[config.mk]
export PLATFORM = sky130hd
export DESIGN_NAME = drv_irq_ctrl
export DESIGN_NICKNAME = d
export VERILOG_FILES = /design/src/rtl/drv_irq_pkg.sv /design/src/rtl/drv_irq_prio_enc.sv /design/src/rtl/drv_irq_ctrl.sv
export SDC_FILE = /design/constraint.sdc
export NUM_CORES = 1
export LEC_CHECK = 0
export BUFFER_PORTS_ARGS = -buffer_cell sky130_fd_sc_hd__buf_4
export CAP_MARGIN = 20
export CORE_MARGIN = 8
export CORE_UTILIZATION = 48
export CTS_BUF_LIST = sky130_fd_sc_hd__clkbuf_16
export DETAILED_ROUTE_END_ITERATION = 16
export PLACE_DENSITY = 0.88
export SETUP_SLACK_MARGIN = 0.02
export SYNTH_ARGS = -nofsm -noshare
export SYNTH_HDL_FRONTEND = slang
export SYNTH_SLANG_ARGS = --single-unit
[constraint.sdc]
create_clock -name clk -period 2.82 [get_ports clk]
set_input_delay 0.141 -clock clk [delete_from_list [all_inputs] [get_ports clk]]
set_output_delay 0.141 -clock clk [all_outputs]
set_load 0.03 [all_outputs]
[src/rtl/drv_irq_pkg.sv]
// Shared constants for the driver-monitor interrupt controller.
package drv_irq_pkg;

    localparam logic MODE_LEVEL      = 1'b0;
    localparam logic MODE_EDGE       = 1'b1;
    localparam int   DEFAULT_NUM_SRC = 4;
    localparam int   MAX_NUM_SRC     = 32;

endpackage

[src/rtl/drv_irq_prio_enc.sv]
// Combinational priority encoder: the highest set index wins.
module drv_irq_prio_enc #(
    parameter  int NUM_SRC = 4,
    localparam int ID_W    = $clog2(NUM_SRC)
) (
    input  logic [NUM_SRC-1:0] vector,
    output logic               any,
    output logic [ID_W-1:0]    idx
);

    // Ascending scan so the last (highest) set bit overrides lower ones.
    always_comb begin
        idx = '0;
        for (int i = 0; i < NUM_SRC; i++) begin
            if (vector[i]) begin
                idx = ID_W'(i);
            end
        end
    end

    assign any = |vector;

endmodule

[src/rtl/drv_irq_ctrl.sv]
// NUM_SRC-source interrupt controller with edge/level capture, masking and ack handshake.
// Optional preemption of a presented interrupt is enabled by defining DRV_IRQ_PREEMPT_EN.
module drv_irq_ctrl
    import drv_irq_pkg::*;
#(
    parameter  int NUM_SRC = DEFAULT_NUM_SRC,
    localparam int ID_W    = $clog2(NUM_SRC)
) (
    input  logic               clk,
    input  logic               rst,
    input  logic [NUM_SRC-1:0] src_in,
    input  logic [NUM_SRC-1:0] src_edge,
    input  logic [NUM_SRC-1:0] irq_mask,
    input  logic               irq_ack,
    output logic               irq_valid,
    output logic [ID_W-1:0]    irq_id,
    output logic [NUM_SRC-1:0] pending,
    output logic [NUM_SRC-1:0] overrun
);

    logic [NUM_SRC-1:0] src_q_reg;
    logic [NUM_SRC-1:0] pending_reg, pending_next;
    logic [NUM_SRC-1:0] overrun_reg, overrun_next;
    logic               valid_reg, valid_next;
    logic [ID_W-1:0]    id_reg, id_next;

    logic [NUM_SRC-1:0] evt;
    logic [NUM_SRC-1:0] clr;
    logic [NUM_SRC-1:0] cand;
    logic               cand_any;
    logic [ID_W-1:0]    win_idx;
    logic               ack_ok;

    assign ack_ok = irq_ack && valid_reg;

    genvar gi;
    generate
        for (gi = 0; gi < NUM_SRC; gi++) begin : g_src
            assign evt[gi] = (src_edge[gi] == MODE_EDGE) ? (src_in[gi] && !src_q_reg[gi])
                                                         : src_in[gi];
            assign clr[gi] = ack_ok && (id_reg == ID_W'(gi));
        end
    endgenerate

    // New events are OR-ed in after the clear so a same-cycle set is never lost.
    assign pending_next = (pending_reg & ~clr) | evt;
    assign overrun_next = (overrun_reg & ~clr) | (evt & src_edge & pending_reg);
    assign cand         = pending_reg & ~irq_mask;

    drv_irq_prio_enc #(
        .NUM_SRC (NUM_SRC)
    ) u_prio_enc (
        .vector (cand),
        .any    (cand_any),
        .idx    (win_idx)
    );

    // Presentation only starts from an idle cycle, which forces a gap after every ack.
    always_comb begin
        valid_next = valid_reg;
        id_next    = id_reg;
        if (ack_ok) begin
            valid_next = 1'b0;
        end else if (!valid_reg) begin
            if (cand_any) begin
                valid_next = 1'b1;
                id_next    = win_idx;
            end
        end
`ifdef DRV_IRQ_PREEMPT_EN
        else if (cand_any && (win_idx > id_reg)) begin
            id_next = win_idx;
        end
`endif
    end

    always_ff @(posedge clk or negedge rst) begin
        if (!rst) begin
            src_q_reg   <= '0;
            pending_reg <= '0;
            overrun_reg <= '0;
            valid_reg   <= 1'b0;
            id_reg      <= '0;
        end else begin
            src_q_reg   <= src_in;
            pending_reg <= pending_next;
            overrun_reg <= overrun_next;
            valid_reg   <= valid_next;
            id_reg      <= id_next;
        end
    end

    assign irq_valid = valid_reg;
    assign irq_id    = id_reg;
    assign pending   = pending_reg;
    assign overrun   = overrun_reg;

endmodule

==> qor.yml, run 1 <==
path_delay_family: "flip-flops"
hold_viol: 0
crit_arrival_ns: 1.41
io_buffers: 25
drtPass1Iterations: 4
ios: 26
hold_class: "in2reg"
worstMarginPinSlew_ns: 0.316
cpPeakStageDelay_ns: 0.52
setup_tns_ns: 0
final_common_cell: "buf_4"
drive_gt1_share_pct: 38.6
vias: 509
drt-total-wl_um: 1520
r2r_end: "pending[0]"
vias_per_cell: 5.19
grt_pass1_wl_um: 2600
synth_xor_area_share_pct: 0
clock_path_buffers: 2
hold_depth: 1
grt_pass1_vias: 557
setup.worst_path.start_class: "flop"
cts_tree: "done"
yosys.area_share.simple_pct: 22.6
yosys_warnings: 0
synthesis.nets: 69
peakVddDrop_uv: 592
clock-root-buffer: "clkbuf_16"
grt_max_degree: 16
post-route-min-period_ns: 1.28
r2r_start: "irq_valid"
final_util_pct: 72.5
grtUsageTotal_pct: 13.5
holdCritStartpoint: "src_in[2]"
synth_area_leaders: "dfrtp_1, nand2_1, nand4b_1, a22o_1, nand2b_1"
postCtsSetupBuffers: 0
finClkSkew_ns: 0.00158
layout.cells.non_filler: 98
die_w_um: 52.1
syn_inst: 54
crit_chain: "nand2_2 -> or3_1 -> a22o_1"
wl_per_cell_um: 15.5
placed_area_um2: 820
end_kind: "flop"
synth.mux.area_fraction_pct: 0
num_rows: 13
ant_nets: 0
nets: 99
syn_area_per_cell_um2: 11.6
worstSetupPathType: "reg2reg"
tritoncts.num_buffers: 3
htree_num_levels: 1
clk_latency_ns: 0.24
dp_cells: 93
diodes: 0
status: "finished, final reports clean"
path_max_fanout: 11
min_to: "src_q_reg[2]"
dieHeight_um: 52.1
clkSlewWorstSetupHoldPaths_ns: 0.05
yosysSeqAreaShare_pct: 60.1
synth_top_area_share_pct: 60.1
ys_ff_latch: 15
hpwl_um: 1150
area_growth_pct: 45.5
maxCapViolations: 0
synth.distinct_cells: 20
postLayoutCellArea_um2: 908
leakagePower_nw: 0.423
crit_buf_inv: 0
setup_violations: 0
synth_fa_ha_area_share_pct: 0
rr_worst_depth: 3
slowest_stage: "dfrtp_1"
drc: 0
r2r_slack_ns: 1.54
fillers: 94
p_per_area_nw_per_um2: 958
gr-total-overflow: 0
synth_top_family_by_area: "simple AND/OR/NAND/NOR gates"
worstPathRequired_ns: 2.95
first_iter_violations: 8
drv_slew: 0
syn-cell-area_um2: 624
mostFrequentLayoutCells: "buf_4, dfrtp_1, nand2_1, nand4b_1, nand2b_1"
place.gp.congestion: 0.815
antenna_found_initial: 0
die-area_um2: 2710
start_util_pct: 49.9
fmax_mhz: 779
relSlewSlack_pct: 78.9
synth_compound_area_share_pct: 15.4
clkSinkCount: 15
rsz0062_at_grt: "false"
synth_top_area_cell: "dfrtp_1"
core_um2: 1250
fin_crit_sh_pct: 45.5
how the worst max path moves through the flow:
stage,cells past startpoint,to,slack (ns),start
after floorplan,4,pending[0],1.44,irq_valid
after global placement,3,pending[0],1.57,irq_valid
after detailed placement,3,pending[0],1.55,irq_valid
after CTS,3,pending[0],1.54,irq_valid
after global routing,3,pending[0],1.46,irq_valid
final,3,pending[0],1.54,irq_valid
kinds of logic after synthesis:
group,Yosys count
buffers and inverters,1
AND/OR/NAND/NOR,26
flip-flops,15
AO/OA/AOI/OAI,12
power by group:
group	switching [mW]	internal, mW	leakage [nW]	total [mW]
combinational	0.167	0.118	0.218	0.285
sequential	0.0493	0.268	0.162	0.317
clock	0.0806	0.187	0.0423	0.268
what timing repair did:
action | 4_1_cts | 5_1_grt
hold buffers | 1 | 0
gates resized for setup | 0 | 0
hold endpoints to repair | 15 | 0
cells in the mapped netlist, drive strengths merged:
library cell and number:
or3 1, buf 1, dfrtp 15, nand4 2, nand3 1, nand2 12
a21oi 1, a221o 1, a22o 3, o21ai 2, a21o 2, a32o 1
nor2 1, nand2b 4, o2bb2ai 1, o21a 1, nor2b 1, nand4b 4
worst reg2reg max path, stage by stage, from the launching register on:
cell     delay [ns]
dfrtp_1        0.52
nand2_2        0.08
or3_1          0.34
a22o_1         0.23
layer usage:
layer	track usage, %	part of all wire, %
met2	19.2	49
met5	0	0
met1	15.4	43
met4	7.96	2.0
met3	7.41	6.5
stage by stage:
stage               setup slack (ns)  hold WS, ns  power (mW)
floorplan                       1.44       -0.155       0.481
global placement                1.57     0.000301       0.598
detailed placement              1.55      0.00187       0.607
CTS                             1.54       0.0159       0.882
global route                    1.46       0.0140       0.920
finish                          1.54       0.0226       0.870
layout make-up:
type	instances	area, um^2	share of cell area, %
well taps	15	18.8	2.07
clock buffers	3	75.1	8.26
flip-flops and latches	15	375	41.3
clock inverters	1	3.75	0.413
repair buffers	26	198	21.8
multi-input cells	38	238	26.2
Power figures use the tool's default switching activity.
==> inputs of run 2 (changes only) <==
CORE_UTILIZATION = 44   (was 48)
PLACE_DENSITY = 0.82   (was 0.88)
clock period = 1.29 ns   (was 2.82 ns; I/O delays follow)
==> run 2 against run 1 <==
Effect of this change: setup slack worse by 1.4 ns; flip-flop and latch count unchanged; clock skew is 0.00065 ns higher; sequential power is 110% higher; cell area increased by 7.0%; cell count increased by 7.1%; fmax rose by 9.2%; power increased by 130%; first-iteration DRC count rose by 75%; critical path depth decreased by 1; sequential share of layout area down 2.6 points.
==> qor.yml, run 2 (synthesized netlist as in run 1, its figures left out) <==
status: "finished, final reports clean"
p_int_mw: 1.29  # +130%
ant_nets: 0  # unchanged
post-route-min-period_ns: 1.18  # -0.109 ns
peakVddDrop_uv: 1250  # +110%
drv_slew: 0  # unchanged
crit_arrival_ns: 1.30  # -0.11 ns
tritoncts.num_buffers: 3  # unchanged
seqPwrFrac_pct: 34.4  # -2.1 points
crit_chain: "or3_1 -> a22o_1"
holdCritStartpoint: "src_edge[3]"
wl_per_cell_um: 16.6  # +6.9%
rsz0062_at_grt: "false"
cts_tree: "done"
num_rows: 13  # unchanged
io_buffers: 25  # unchanged
register_area_um2: 377  # +0.33%
mostFrequentLayoutCells: "buf_4, dfrtp_1, nand2_1, dlygate4sd3_1"
hpwl_um: 1280  # +11%
swShare_pct: 34.3  # +0.13 points
clock-root-buffer: "clkbuf_16"
nets: 106  # +7.1%
dieHeight_um: 53.7  # +3.1%
relSlewSlack_pct: 87.1  # +8.2 points
first_iter_violations: 14  # +6
ios: 26  # unchanged
drc: 0  # unchanged
clk_latency_ns: 0.24  # about the same
crit_start: "irq_id[0]"
r2r_slack_ns: 0.11  # -1.42 ns
worstSetupPathType: "reg2reg"
clkSlewWorstSetupHoldPaths_ns: 0.05  # about the same
fillers: 97  # +3.2%
fin_crit_sh_pct: 91.1  # +46 points
power_mw: 1.96  # +130%
grt_max_degree: 16  # unchanged
diodes: 0  # unchanged
p_per_area_nw_per_um2: 2020  # +110%
path_max_fanout: 5  # -6
antenna_found_initial: 0  # unchanged
switching_power_mw: 0.673  # +130%
die_w_um: 53.7  # +3.1%
start_util_pct: 47.4  # -2.5 points
hold_class: "in2reg"
postLayoutCellArea_um2: 972  # +7.0%
drt-total-wl_um: 1740  # +14%
slowest_stage: "dfrtp_1"
core_um2: 1320  # +5.2%
gr-total-overflow: 0  # unchanged
final_common_cell: "buf_4"
multi_input_comb_area_um2: 238  # unchanged
drive_gt1_share_pct: 40.0  # +1.4 points
vias: 559  # +9.8%
grt_pass1_wl_um: 2840  # +9.3%
clkSinkCount: 15  # unchanged
end_kind: "flop"
r2r_start: "irq_id[0]"
postCtsSetupBuffers: 0  # unchanged
placed_area_um2: 843  # +2.9%
place.gp.congestion: 0.827  # +1.4%
setup.worst_path.start_class: "flop"
worstPathRequired_ns: 1.42  # -1.53 ns
drtPass1Iterations: 4  # unchanged
cpPeakStageDelay_ns: 0.44  # -0.08 ns
hold_viol: 0  # unchanged
clock_path_buffers: 2  # unchanged
leakagePower_nw: 0.453  # +7.1%
grtUsageTotal_pct: 13.4  # -0.10 points
area_growth_pct: 55.7
fmax_mhz: 851  # +9.2%
htree_num_levels: 1  # unchanged
finClkSkew_ns: 0.00223  # +0.000655 ns
die-area_um2: 2880  # +6.3%
clock_power_share_pct: 29.9  # -0.9 points
cts_hold_buf: 5  # +4
setup_tns_ns: 0  # unchanged
grt_pass1_vias: 632  # +13%
setup_violations: 0  # unchanged
cts_resized: 0  # unchanged
worstMarginPinSlew_ns: 0.191  # -0.125 ns
final_util_pct: 73.8  # +1.3 points
p_comb_share_pct: 35.7  # +2.9 points
maxCapViolations: 0  # unchanged
vias_per_cell: 5.32  # +2.5%
## run 2: final timing paths
check | end | cells past startpoint
min in group asynchronous | src_q_reg[1] | 2
max in group asynchronous | irq_valid | 2
min | overrun[3] | 3
max | pending[0] | 2
min reg2reg | overrun[1] | 2
max reg2reg | pending[0] | 2
## run 2: power groups by stage
| stage | sequential, mW | clock, mW | combinational, mW |
|---|---|---|---|
| 2_1_floorplan | 0.891 | 0 | 0.161 |
| 5_1_grt | 0.689 | 0.617 | 0.744 |
| 4_1_cts | 0.675 | 0.593 | 0.707 |
| 6_report | 0.676 | 0.587 | 0.701 |
| 3_5_place_dp | 0.679 | 0 | 0.688 |
| 3_3_place_gp | 0.670 | 0 | 0.676 |
## run 2: metrics by stage
step / hold slack (ns) / instances / setup slack, ns
finish: 0.100 / 105 / 0.115
global route: 0.106 / 105 / 0.0831
CTS: 0.0895 / 105 / 0.125
detailed placement: -0.0726 / 96 / 0.145
global placement: -0.0715 / 96 / 0.182
floorplan: -0.231 / 54 / -0.00519
## run 2: layer usage
layer / part of all wire [%] / GRT usage [%]
met1: 40 / 15.2
met2: 52 / 21.6
met3: 6.9 / 4.96
met4: 1.0 / 6.30
met5: 0 / 0
## run 2: final cells by class
type | instances | area share [%]
Clock buffer | 3 | 7.72
Multi-Input combinational cell | 38 | 24.5
Tap cell | 15 | 1.93
Timing Repair Buffer | 33 | 26.8
Clock inverter | 1 | 0.386
Sequential cell | 15 | 38.7
## run 2: worst max-delay path: cells and delay by family, from the launching register on
family / cells / cell delay, ns
AND/OR/NAND/NOR: 1 / 0.38
flip-flops: 1 / 0.44
AO/OA/AOI/OAI: 1 / 0.24
==> inputs of run 3 (changes only) <==
ABC_AREA = 1   (was default)
==> run 3 against run 2 <==
Effect of this change: non-clock buffer count fell by 3; combinational power grew 33%; utilization is 0.47 points lower; cell count grew 15%; first-iteration DRC count decreased by 36%; power up 16%; setup slack better by 0.16 ns; routed wire length fell by 6.6%; clock power hardly changed; die area grew 0.69%; synthesized area increased by 1.0%; worst hold slack lost 0.060 ns; critical path type unchanged.
==> qor.yml, run 3 <==
post-route-min-period_ns: 1.01  # -0.164 ns
wl_per_cell_um: 13.4  # -19%
setup_violations: 0  # unchanged
die-area_um2: 2900  # +0.69%
synth_compound_area_share_pct: 8.33  # -7.1 points
crit_arrival_ns: 1.12  # -0.18 ns
async_reset_ff_share_pct: 100  # unchanged
drc: 0  # unchanged
dieHeight_um: 53.9  # +0.34%
synth_top_area_share_pct: 59.5  # -0.60 points
maxCapViolations: 0  # unchanged
vias_per_cell: 4.93  # -7.5%
leakagePower_nw: 0.550  # +21%
syn-cell-area_um2: 631  # +1.0%
grtUsageMet2_pct: 19.7  # -1.9 points
die_w_um: 53.9  # +0.34%
drv_slew: 0  # unchanged
drt-total-wl_um: 1630  # -6.6%
hold_class: "in2reg"
yosysMostFrequentCell: "nand2_1"
synth.distinct_cells: 10  # -50%
grtUsageTotal_pct: 12.3  # -1.0 points
clock-root-buffer: "clkbuf_16"
postCtsSetupBuffers: 0  # unchanged
synth_xor_area_share_pct: 0  # unchanged
grtUsageMet1_pct: 13.9  # -1.3 points
worstPathRequired_ns: 1.40  # -0.02 ns
first_iter_violations: 9  # -5
vias: 596  # +6.6%
layout.cells.non_filler: 121  # +15%
synthesis.nets: 87  # +26%
synth.mux.area_fraction_pct: 0  # unchanged
end_kind: "flop"
status: "finished, final reports clean"
num_rows: 13  # unchanged
nets: 122  # +15%
start_util_pct: 47.9  # +0.47 points
clock_path_buffers: 2  # unchanged
ys.flop_type: "dfrtp_1"
multi_input_comb_area_um2: 199  # -16%
drive_gt1_share_pct: 29.2  # -11 points
hold_viol: 0  # unchanged
busiest_layer: "met2"
gr-total-overflow: 0  # unchanged
cts_tree: "done"
yosysSeqAreaShare_pct: 59.5  # -0.60 points
synth_fa_ha_area_share_pct: 0  # unchanged
tritoncts.num_buffers: 3  # unchanged
synth_top_family_by_area: "simple AND/OR/NAND/NOR gates"
mostFrequentLayoutCells: "nand2_1, buf_4, inv_1, dfrtp_1, dlygate4sd3_1"
setup.worst_path.start_class: "flop"
cts_resized: 0  # unchanged
place.gp.congestion: 0.760  # -8.1%
fmax_mhz: 989  # +16%
grt_pass1_wl_um: 2620  # -8.0%
post-place-ws_ns: 0.295  # +0.150 ns
hpwl_um: 1160  # -9.4%
peakVddDrop_uv: 1450  # +15%
ios: 26  # unchanged
clk_latency_ns: 0.24  # about the same
rsz0062_at_grt: "false"
htree_num_levels: 1  # unchanged
relSlewSlack_pct: 84.8  # -2.4 points
diodes: 0  # unchanged
area_growth_pct: 53.2
ys_ff_latch: 15  # unchanged
io_buffers: 25  # unchanged
fin_ws_ns: 0.279  # +0.164 ns
synth_area_leaders: "dfrtp_1, nand2_1, inv_1, nor3_2, o22ai_1"
worstMarginPinSlew_ns: 0.227  # +0.0356 ns
grt_max_degree: 16  # unchanged
fin_crit_sh_pct: 78.4  # -13 points
syn_area_per_cell_um2: 8.76  # -24%
ant_nets: 0  # unchanged
setup_tns_ns: 0  # unchanged
drtPass1Iterations: 4  # unchanged
clkSlewWorstSetupHoldPaths_ns: 0.05  # about the same
whs_ns: 0.0396  # -0.0605 ns
p_per_area_nw_per_um2: 2370  # +17%
synth_top_cells_by_count: "nand2_1, dfrtp_1, inv_1, o22ai_1"
yosys_warnings: 0  # unchanged
register_area_um2: 375  # -0.33%
worstSetupPathType: "reg2reg"
dp_cells: 112  # +17%
use_met3_pct: 3.86  # -1.1 points
cts_hold_buf: 5  # unchanged
syn_inst: 72  # +33%
grt_pass1_vias: 633  # +0.16%
fillers: 110  # +13%
synth-edff-count: 0  # unchanged
core_um2: 1320  # unchanged
yosys.area_share.simple_pct: 23.2  # +0.57 points
finClkSkew_ns: 0.00264  # +0.000406 ns
clkSinkCount: 15  # unchanged
antenna_found_initial: 0  # unchanged
final_common_cell: "nand2_1"
path_max_fanout: 4  # -1
synth_top_area_cell: "dfrtp_1"
==> run 3: cell types whose count changed after synthesis, moves of 2 or more <==
cell,previous run,this run
nand2_1,11,27
inv_1,0,15
nand2b_1,4,0
nand4b_1,4,0
o22ai_1,0,4
a22o_1,3,0
nor3_2,0,3
o21ai_1,0,3
nand4_1,2,0
==> run 3: final cells by class <==
| class | instances | share of cell area, % |
|---|---|---|
| Sequential cell | 15 | 38.9 |
| Tap cell | 15 | 1.94 |
| Multi-Input combinational cell | 42 | 20.6 |
| Inverter | 15 | 5.83 |
| Clock inverter | 1 | 0.389 |
| Clock buffer | 3 | 7.77 |
| Timing Repair Buffer | 30 | 24.6 |
==> run 3: critical path, cell delays in order (launching register included) <==
cell and delay [ns]:
dfrtp_1 0.37, nand2_1 0.15, nor3_1 0.23, o21ai_0 0.13
==> run 3: kinds of logic after synthesis <==
kind of cell | after synthesis
compound gates | 9
buf+inv | 15
flops | 15
simple gates | 33
==> run 3: per-stage QoR <==
stage	total power, mW	instance area [um^2]	utilization (%)
3_3_place_gp	1.67	837	63.5
2_1_floorplan	1.32	631	-
6_report	2.29	966	73.3
4_1_cts	2.31	966	73.3
5_1_grt	2.41	966	73.3
3_5_place_dp	1.69	837	63.5
==> run 3: metal layers <==
metal,part of all wire (%),routed length (um)
met1,43,706
met3,7.3,119
met5,0,0
met4,3.1,51
met2,46,748
==> run 3: report_power, final <==
group          internal (mW)  total (mW)  switching, mW
Clock                  0.410       0.587          0.178
Combinational          0.344       0.933          0.590
Sequential             0.624       0.766          0.142
==> run 3: worst paths after layout <==
path	from	depth (start not counted)	to	slack [ns]
max in group asynchronous	rst	2	overrun[0]	0.90
max reg2reg	irq_valid	3	pending[0]	0.28
min in group asynchronous	rst	2	pending[2]	0.21
max	irq_valid	3	pending[0]	0.28
min reg2reg	src_q_reg[3]	3	pending[3]	0.54
min	irq_ack	2	irq_valid	0.04
